**src/rtl/alu_issue_wb.sv**
```systemverilog
`default_nettype none
// ============================================================================
// Module      : alu_issue_wb
// Description : Single-issue front end for an external ALU. It reads operands
//               from a small register file, sequences IDLE/EXEC/WB and writes
//               the ALU result and flags back.
// Revision    : 1.0 - initial release
// ============================================================================
module alu_issue_wb #(
    parameter int WIDTH       = 16,
    parameter int OPCODE      = 4,
    parameter int REGS_CODING = 3,
    parameter int FLAGS       = 4
) (
    input  logic                   clk,
    input  logic                   reset,
    input  logic                   req_valid,
    output logic                   req_ready,
    input  logic [OPCODE-1:0]      req_opcode,
    input  logic [REGS_CODING-1:0] req_src1,
    input  logic [REGS_CODING-1:0] req_src2,
    input  logic [REGS_CODING-1:0] req_dest,
    input  logic                   req_imm_en,
    input  logic [WIDTH-1:0]       req_imm,
    output logic [OPCODE-1:0]      alu_opcode,
    output logic [WIDTH-1:0]       alu_op1,
    output logic [WIDTH-1:0]       alu_op2,
    output logic                   alu_cin,
    output logic [REGS_CODING-1:0] alu_dest_in,
    input  logic [WIDTH-1:0]       alu_result,
    input  logic [FLAGS-1:0]       alu_flags,
    input  logic [REGS_CODING-1:0] alu_dest_out,
    output logic                   done,
    output logic [REGS_CODING-1:0] done_dest,
    output logic [WIDTH-1:0]       done_result,
    output logic [FLAGS-1:0]       flags_out,
    input  logic [REGS_CODING-1:0] dbg_addr,
    output logic [WIDTH-1:0]       dbg_data
);

    localparam int                c_NUM_REGS   = 1 << REGS_CODING;
    localparam int                c_FLAG_CARRY = 0;
    localparam logic [OPCODE-1:0] c_OP_CMP     = OPCODE'(4'b1100);

    typedef enum logic [1:0] {
        S_IDLE = 2'd0,
        S_EXEC = 2'd1,
        S_WB   = 2'd2
    } state_t;

    state_t                 r_state;
    state_t                 w_state_next;

    logic                   w_accept;
    logic                   w_in_idle;
    logic                   w_in_wb;
    logic                   w_reg_we;

    logic [OPCODE-1:0]      r_opcode;
    logic [REGS_CODING-1:0] r_dest;
    logic [WIDTH-1:0]       r_op1;
    logic [WIDTH-1:0]       r_op2;
    logic                   r_cin;

    logic [WIDTH-1:0]       r_regs [c_NUM_REGS];
    logic [FLAGS-1:0]       r_flags;

    logic                   r_done;
    logic [REGS_CODING-1:0] r_done_dest;
    logic [WIDTH-1:0]       r_done_result;

    assign w_in_idle = (r_state == S_IDLE);
    assign w_in_wb   = (r_state == S_WB);

    // Ready is withheld while reset is held so nothing is accepted on that edge.
    assign req_ready = w_in_idle && !reset;
    assign w_accept  = req_valid && req_ready;

    // Compare only updates flags; every other opcode also writes the register.
    assign w_reg_we  = w_in_wb && (r_opcode != c_OP_CMP);

    always_ff @(posedge clk) begin
        if (reset) begin
            r_state <= S_IDLE;
        end else begin
            r_state <= w_state_next;
        end
    end

    always_comb begin
        w_state_next = r_state;
        case (r_state)
            S_IDLE:  if (w_accept) w_state_next = S_EXEC;
            S_EXEC:  w_state_next = S_WB;
            S_WB:    w_state_next = S_IDLE;
            default: w_state_next = S_IDLE;
        endcase
    end

    // Operands are captured at acceptance, so a dest that aliases a source
    // still feeds the ALU its pre-write value.
    always_ff @(posedge clk) begin
        if (reset) begin
            r_opcode <= '0;
            r_dest   <= '0;
            r_op1    <= '0;
            r_op2    <= '0;
            r_cin    <= 1'b0;
        end else if (w_accept) begin
            r_opcode <= req_opcode;
            r_dest   <= req_dest;
            r_op1    <= r_regs[req_src1];
            r_op2    <= req_imm_en ? req_imm : r_regs[req_src2];
            r_cin    <= r_flags[c_FLAG_CARRY];
        end
    end

    always_ff @(posedge clk) begin
        if (reset) begin
            for (int i = 0; i < c_NUM_REGS; i++) begin
                r_regs[i] <= '0;
            end
        end else if (w_reg_we) begin
            r_regs[alu_dest_out] <= alu_result;
        end
    end

    always_ff @(posedge clk) begin
        if (reset) begin
            r_flags       <= '0;
            r_done        <= 1'b0;
            r_done_dest   <= '0;
            r_done_result <= '0;
        end else begin
            r_done <= w_in_wb;
            if (w_in_wb) begin
                r_flags       <= alu_flags;
                r_done_dest   <= alu_dest_out;
                r_done_result <= alu_result;
            end
        end
    end

    // The ALU sees a quiet bus while idle and stable operands through WB.
    assign alu_opcode  = w_in_idle ? '0   : r_opcode;
    assign alu_op1     = w_in_idle ? '0   : r_op1;
    assign alu_op2     = w_in_idle ? '0   : r_op2;
    assign alu_cin     = w_in_idle ? 1'b0 : r_cin;
    assign alu_dest_in = w_in_idle ? '0   : r_dest;

    assign done        = r_done;
    assign done_dest   = r_done_dest;
    assign done_result = r_done_result;
    assign flags_out   = r_flags;
    assign dbg_data    = r_regs[dbg_addr];

endmodule
`default_nettype wire
```
**config.mk**
```make
export PLATFORM = sky130hd
export DESIGN_NAME = alu_issue_wb
export DESIGN_NICKNAME = d
export VERILOG_FILES = /design/src/rtl/alu_issue_wb.sv
export SDC_FILE = /design/constraint.sdc
export NUM_CORES = 1
export LEC_CHECK = 0
export ABC_AREA = 1
export ABC_CLOCK_PERIOD_IN_PS = 1900
export CORE_MARGIN = 3
export CORE_UTILIZATION = 40
export DETAILED_ROUTE_END_ITERATION = 8
export SETUP_SLACK_MARGIN = 0.1
export SLEW_MARGIN = 15
export SYNTH_ARGS = -nofsm -noshare
export SYNTH_HDL_FRONTEND = slang
export SYNTH_SLANG_ARGS = --single-unit
```
**constraint.sdc**
```tcl
create_clock -name clk -period 1.9 [get_ports clk]
set_clock_uncertainty 0.1 [all_clocks]
set_input_delay 0.38 -clock clk [delete_from_list [all_inputs] [get_ports clk]]
set_output_delay 0.38 -clock clk [all_outputs]
set_load 0.01 [all_outputs]
```
==> results of run 1 <==
[worst reg2reg max path, cell delays in order (launching register included)]
cell and delay (ps):
dfxtp_4 370, buf_6 110, inv_4 30, nor2_4 100
inv_4 50, nor2_4 110, o21ai_4 120, nor2_4 130
buf_6 150, buf_6 120, nand2_8 70, nand2_8 130
clkbuf_16 170
[stage by stage]
stage | power, mW | area, um^2 | utilization | TNS (ps)
after floorplan | 5.71 | 10500 | - | 0
after global placement | 6.73 | 13500 | 0.530 | -53570
after detailed placement | 6.74 | 13500 | 0.530 | -55800
after CTS | 10.6 | 15100 | 0.592 | -2840
after global routing | 11.2 | 16700 | 0.655 | -20650
final | 10.9 | 16700 | 0.655 | -7370
[placed cells by master (no fill, tap or decap), types with 77 or more instances in the layout]
master    instances
nor2_1           81
inv_1            86
a21oi_1         135
nand3_1          98
nor2_4          111
o21ai_0         155
buf_6            77
nand2_1         174
buf_4           136
edfxtp_1        128
[flip-flops by register name (all words and copies together) (netlist names)]
| register | cells |
|---|---|
| done | 1 |
| done_dest | 3 |
| done_result | 16 |
| flags_out | 4 |
| r_cin | 1 |
| r_dest | 3 |
| r_op1 | 16 |
| r_op2 | 16 |
| r_opcode | 4 |
| r_regs | 128 |
| r_state | 2 |
[logic make-up after synthesis]
family,count (synthesis),share of synthesized area
AND/OR/NAND/NOR,533,0.210
AO/OA/AOI/OAI,420,0.210
flip-flops,194,0.492
buffers and inverters,240,0.0880
[synth_stat cells, drive strengths merged, types with 10 or more instances]
cell	n
nor2	217
or2	10
buf	25
o211ai	37
nand2	206
edfxtp	128
o21ai	227
clkbuf	80
dfxtp	66
clkinv	18
inv	117
nand3	99
a21oi	156
[how the worst max path moves through the flow]
stage,startpoint,end,slack [ps],depth (start not counted)
after floorplan,r_state[1],r_regs[0][0],20,9
after global placement,dbg_addr[0],dbg_data[3],-530,8
after detailed placement,dbg_addr[0],dbg_data[3],-510,8
after CTS,r_regs[1][4],dbg_data[4],-120,7
after global routing,r_state[1],r_regs[4][6],-220,12
final,r_state[1],r_regs[4][6],-150,12
[power by group through the flow]
| stage | Combinational, mW | Sequential (mW) | Clock [mW] |
|---|---|---|---|
| after floorplan | 0.857 | 4.85 | 0 |
| after global placement | 1.85 | 4.87 | 0 |
| after detailed placement | 1.87 | 4.88 | 0 |
| after CTS | 2.13 | 4.78 | 3.66 |
| after global routing | 2.57 | 4.81 | 3.82 |
| final | 2.42 | 4.79 | 3.66 |
[final cells by class]
class                      count  area [um^2]  share of cell area
clock buffer                  18          450              0.0270
timing repair buffer         382         4320               0.259
multi-input combinational    953         5660               0.340
inverter                     135          527              0.0316
tap                          330          413              0.0248
clock inverter                14          134             0.00803
sequential                   194         5170               0.310
[routing by layer]
metal / routed length (um) / up-vias / track usage / share of wire
li1: - / 5277 / - / -
met1: 16700 / 5417 / 0.366 / 0.38
met2: 21300 / 709 / 0.453 / 0.48
met3: 4300 / 121 / 0.0533 / 0.098
met4: 1630 / 0 / 0.0932 / 0.037
met5: 0 / - / 0 / 0
[repair_timing]
item                       in CTS  in global routing
resized for setup             469                353
hold endpoints to repair        0                  0
buffers inserted               63                 15
pin swaps                      28                 34
setup endpoints to repair     169                346
cloned                          8                 15
==> impl_metrics.csv, run 1 <==
group,metric,value,unit
floorplan,die-area,28200,um^2
worst_setup_path,cp-end-kind,"flip-flop",
worst_setup_path,r2r-end,"r_regs[4][6]",
synth,synth_area,10500,um^2
floorplan,fp.dieW,168,um
synth,synthTopCellsByArea,"edfxtp_1 (37%), dfxtp_1 (13%), o21ai_0 (11%), nor2_1 (7.6%), a21oi_1 (7.4%)",
clock_network,worstSkewPairLatency,450,ps
global_routing,grt_pass1_vias,10400,
clock_network,clk_path_buf_depth,2,
synth,ys_seq_area_frac,0.492,
sta,max_freq,0.487,GHz
flow_run,drv_cap,0,
global_routing,antenna_found_initial,0,
synth,synth_ff_type,"edfxtp_1",
worst_setup_path,crit_chain,"buf_6 -> inv_4 -> nor2_4 -> inv_4 -> nor2_4 -> o21ai_4 -> nor2_4 -> buf_6 -> buf_6 -> nand2_8 -> nand2_8 -> clkbuf_16",
routing,vias,11500,
sta,setup_slack,-152,ps
worst_setup_path,critical_path.startpoint_type,"flip-flop",
floorplan,io_pins,140,
min_path,min_path_type,"reg -> reg",
synth,syn_inst,1387,
pwr,p_int,7.57,mW
pwr,seq_power_share,0.441,
synth,ys_seq_elements,194,
pwr,swShare,0.303,
synth,async_flop_share,0,
pwr,p_comb_frac,0.222,
floorplan,die_h,168,um
cells_and_area,layout.nets,1742,
floorplan,core,25500,um^2
place,dp_slack,-515,ps
global_routing,grt_max_degree,45,
place,portBuffers,139,
cells_and_area,num-fill-cells,2002,
clock_network,cts_made_buffers,17,
place,post-place-cells,1910,
pwr,netSwitchingPower,3.30,mW
routing,drt-initial-drc-count,1578,
global_routing,grt_pass1_wl,60.3,mm
sta,hold_viol_final,0,
worst_setup_path,crit_path_max_fanout,4,
sta,finalCriticalPeriod,2050,ps
pwr,power_density,652,nW/um^2
sta,finalSetupViolCount,154,
pwr,p_leak,6.81,nW
pwr,max-vdd-ir-drop,0.444,mV
synth,synth_area_leader_cell,"edfxtp_1",
synth,synth.net_count,1446,
floorplan,start_util,0.412,
min_path,min-delay-start,"r_opcode[1]",
sta,holdWs,408,ps
clock_network,postCtsHoldBufs,0,
worst_setup_path,critPathTopFamily,"buffers and inverters",
global_routing,grtUsageTotal,0.275,
worst_setup_path,critPathMaxStageDelay,370,ps
sta,rsz0062_at_grt,"true",
routing,drc,0,
sta,period_share,1.08,
clock_network,cts_root_buffer,"clkbuf_16",
place,post-dp-hpwl,27.0,mm
cells_and_area,n_antenna_cell,0,
pwr,pwr-share-clk,0.337,
worst_setup_path,r2r_slack,-150,ps
synth,synth_top_area_share,0.366,
worst_setup_path,ff2ff_path_depth,12,
clock_network,cts_tree,"built",
cells_and_area,area_growth,59.0,%
synth,yosysUniqueCellTypes,19,
routing,wl_per_cell,21.6,um
routing,drt-pass1-iter-count,6,
clock_network,cts.htree.levels,4,
global_routing,grt_remaining_overflow,0,
worst_setup_path,critPathRequiredTime,1970,ps
outcome,violations,"setup timing",
worst_setup_path,cp_num_buf_inv,6,
sta,finalMaxSlewViolations,0,
sta,worstMarginPinSlew,689,ps
worst_setup_path,crit_type,"reg -> reg",
min_path,whs_path_depth,2,
floorplan,fp-row-count,58,
cells_and_area,final_layout_size_suffix_gt1_frac,0.341,
worst_setup_path,cp_data_arrival_time,2120,ps
clock_network,clk_pin_slew,80,ps
routing,vias_per_cell,5.69,
place,place_congestion,0.936,
synth,synth_edf_count,128,
worst_setup_path,worstReg2RegStart,"r_state[1]",
routing,drt_wl_total,43.9,mm
sta,slew_headroom,0.539,
min_path,min_to,"r_opcode[1]",
synth,yosysWarnings,0,
synth,synth.avg_cell_area,7.56,um^2
routing,ant_nets,0,
clock_network,clock_sinks,194,
cells_and_area,finalNonFillerCells,2026,
outcome,status,"finished with violations",
worst_setup_path,cp_slowest_cell,"dfxtp_4",
(Power assumes the default switching activity.)
==> inputs of run 2 (changes only) <==
Settings changed: SLEW_MARGIN 15 to unset.
==> results of run 2 <==
Final layout, timing and power as in run 1 (identical DEF).
==> inputs of run 3 (changes only) <==
Settings changed: ABC_CLOCK_PERIOD_IN_PS 1900 to 2400.
Clock period 1.9 ns to 2.4 ns, I/O delays scaled along.
==> run 3 against run 2 <==
Net effect: register-to-register slack improved by 730 ps; critical path type is now in -> out; via count decreased by 11%; global-route usage decreased by 1.6 points; highest routed layer is now met5; the run now ends clean.
==> impl_metrics.csv, run 3 (same netlist as run 1, synthesis figures left out) <==
group,metric,value,unit
cells_and_area,regArea,5170,um^2
global_routing,grt_pass1_wl,56.6,mm
flow_run,drv_cap,0,
pwr,p_leak,5.83,nW
worst_setup_path,critPathRequiredTime,1820,ps
pwr,p_total,8.04,mW
cells_and_area,area_growth,28.5,%
sta,max_freq,0.433,GHz
routing,drt_wl_total,37.6,mm
place,place_congestion,0.933,
clock_network,cts_made_buffers,17,
sta,worstMarginPinSlew,530,ps
outcome,status,"completed",
cells_and_area,layout.nets,1581,
routing,ant_nets,0,
routing,vias,10300,
clock_network,clk_pin_slew,80,ps
worst_setup_path,crit_path_max_fanout,11,
floorplan,fp-row-count,58,
floorplan,start_util,0.412,
floorplan,io_pins,140,
global_routing,grtUsageTotal,0.260,
worst_setup_path,startpoint,"dbg_addr[0]",
clock_network,worstSkewPairLatency,450,ps
cells_and_area,multi_input_area,4440,um^2
min_path,min_path_type,"reg -> reg",
worst_setup_path,cp_data_arrival_time,1730,ps
place,dp_slack,-361,ps
worst_setup_path,cp-end-kind,"output port",
worst_setup_path,critical_path.startpoint_type,"input pin",
global_routing,antenna_found_initial,1,
clock_network,clk_path_buf_depth,2,
sta,period_share,0.963,
worst_setup_path,worstReg2RegStart,"r_state[1]",
clock_network,cts.htree.levels,4,
cells_and_area,num-fill-cells,2445,
place,post-dp-hpwl,25.2,mm
sta,finalMaxSlewViolations,0,
clock_network,clock_sinks,194,
floorplan,fp.dieW,168,um
min_path,whs_path_depth,2,
cells_and_area,utilization,0.529,
sta,hold_viol_final,0,
min_path,min-delay-start,"r_cin",
routing,vias_per_cell,5.50,
cells_and_area,largest_reg_flops,128,
floorplan,core,25500,um^2
sta,finalCriticalPeriod,2310,ps
worst_setup_path,crit_type,"in -> out",
worst_setup_path,ff2ff_path_depth,9,
pwr,power_density,596,nW/um^2
routing,wl_per_cell,20.2,um
routing,drt-pass1-iter-count,5,
cells_and_area,final_layout_size_suffix_gt1_frac,0.112,
global_routing,grt_remaining_overflow,0,
clock_network,cts_root_buffer,"clkbuf_16",
floorplan,die-area,28200,um^2
sta,holdWs,357,ps
cells_and_area,n_antenna_cell,0,
sta,rsz0062_at_grt,"true",
routing,drt-initial-drc-count,1160,
place,portBuffers,139,
cells_and_area,mostFrequentLayoutCells,"o21ai_0 (210), nor2_1 (209), nand2_1 (198)",
clock_network,cts_tree,"built",
pwr,max-vdd-ir-drop,0.321,mV
floorplan,die_h,168,um
routing,drc,0,
cells_and_area,regMostFlops,"r_regs",
global_routing,grt_pass1_vias,9562,
global_routing,grt_max_degree,85,
sta,slew_headroom,0.643,
sta,finalSetupViolCount,0,
sta,setup_slack,89.6,ps
cells_and_area,final_common_cell,"o21ai_0",
-- run 3: cell types whose count changed in the layout (fill, tap and decap cells not counted), moves of 27 or more --
| cell | before | now |
|---|---|---|
| buf_12 | 53 | 26 |
| buf_4 | 136 | 54 |
| buf_6 | 77 | 0 |
| nor2_1 | 81 | 209 |
| nor2_4 | 111 | 5 |
| o21ai_0 | 155 | 210 |
| o21ai_1 | 66 | 11 |
-- run 3: timing repair --
action,in CTS,in global routing
cloned,2,1
buffers inserted,1,2
endpoints found under the hold margin,0,0
pin swaps,1,5
setup endpoints to repair,57,37
hold buffers,0,0
gates resized for setup,64,54
-- run 3: layout make-up --
type / instances / area share
clock buffers: 18 / 0.0326
clock inverters: 14 / 0.0115
inverters: 135 / 0.0376
multi-input cells: 953 / 0.329
flip-flops and latches: 194 / 0.384
well taps: 330 / 0.0306
repair buffers: 221 / 0.174
-- run 3: metrics by stage --
step | area, um^2 | setup TNS [ps] | std cells
after global routing | 13500 | 0 | 1865
after detailed placement | 12700 | -2730 | 1827
final | 13500 | 0 | 1865
after floorplan | 10500 | 0 | 1387
after CTS | 13400 | 0 | 1862
after global placement | 12700 | -2630 | 1827
-- run 3: path summary, 6_finish.rpt --
check                   to  slack [ps]
max            dbg_data[5]          90
min                  r_cin         360
max reg2reg  r_regs[7][10]         580
min reg2reg          r_cin         360
-- run 3: per-layer routing --
metal | global-route usage | vias to the layer above | part of all wire
li1 | - | 4913 | -
met3 | 0.0517 | 57 | 0.084
met1 | 0.351 | 4798 | 0.42
met5 | 0 | - | 0.00024
met4 | 0.0776 | 2 | 0.028
met2 | 0.424 | 489 | 0.46
-- run 3: critical path, stage by stage --
cell           delay, ps
clkbuf_4             150
inv_2                 90
bufbuf_16            290
nor2_1                40
o21ai_1              170
buf_4                140
nand2_1               40
nand2_1               70
dlygate4sd2_1        270
-- run 3: where the power goes --
group | leakage, nW | internal, mW | switching (mW) | total, mW
clock network | 0.293 | 1.43 | 1.44 | 2.87
registers | 1.86 | 3.70 | 0.0954 | 3.79
logic | 3.68 | 0.548 | 0.820 | 1.37
total | 5.83 | 5.68 | 2.36 | 8.04
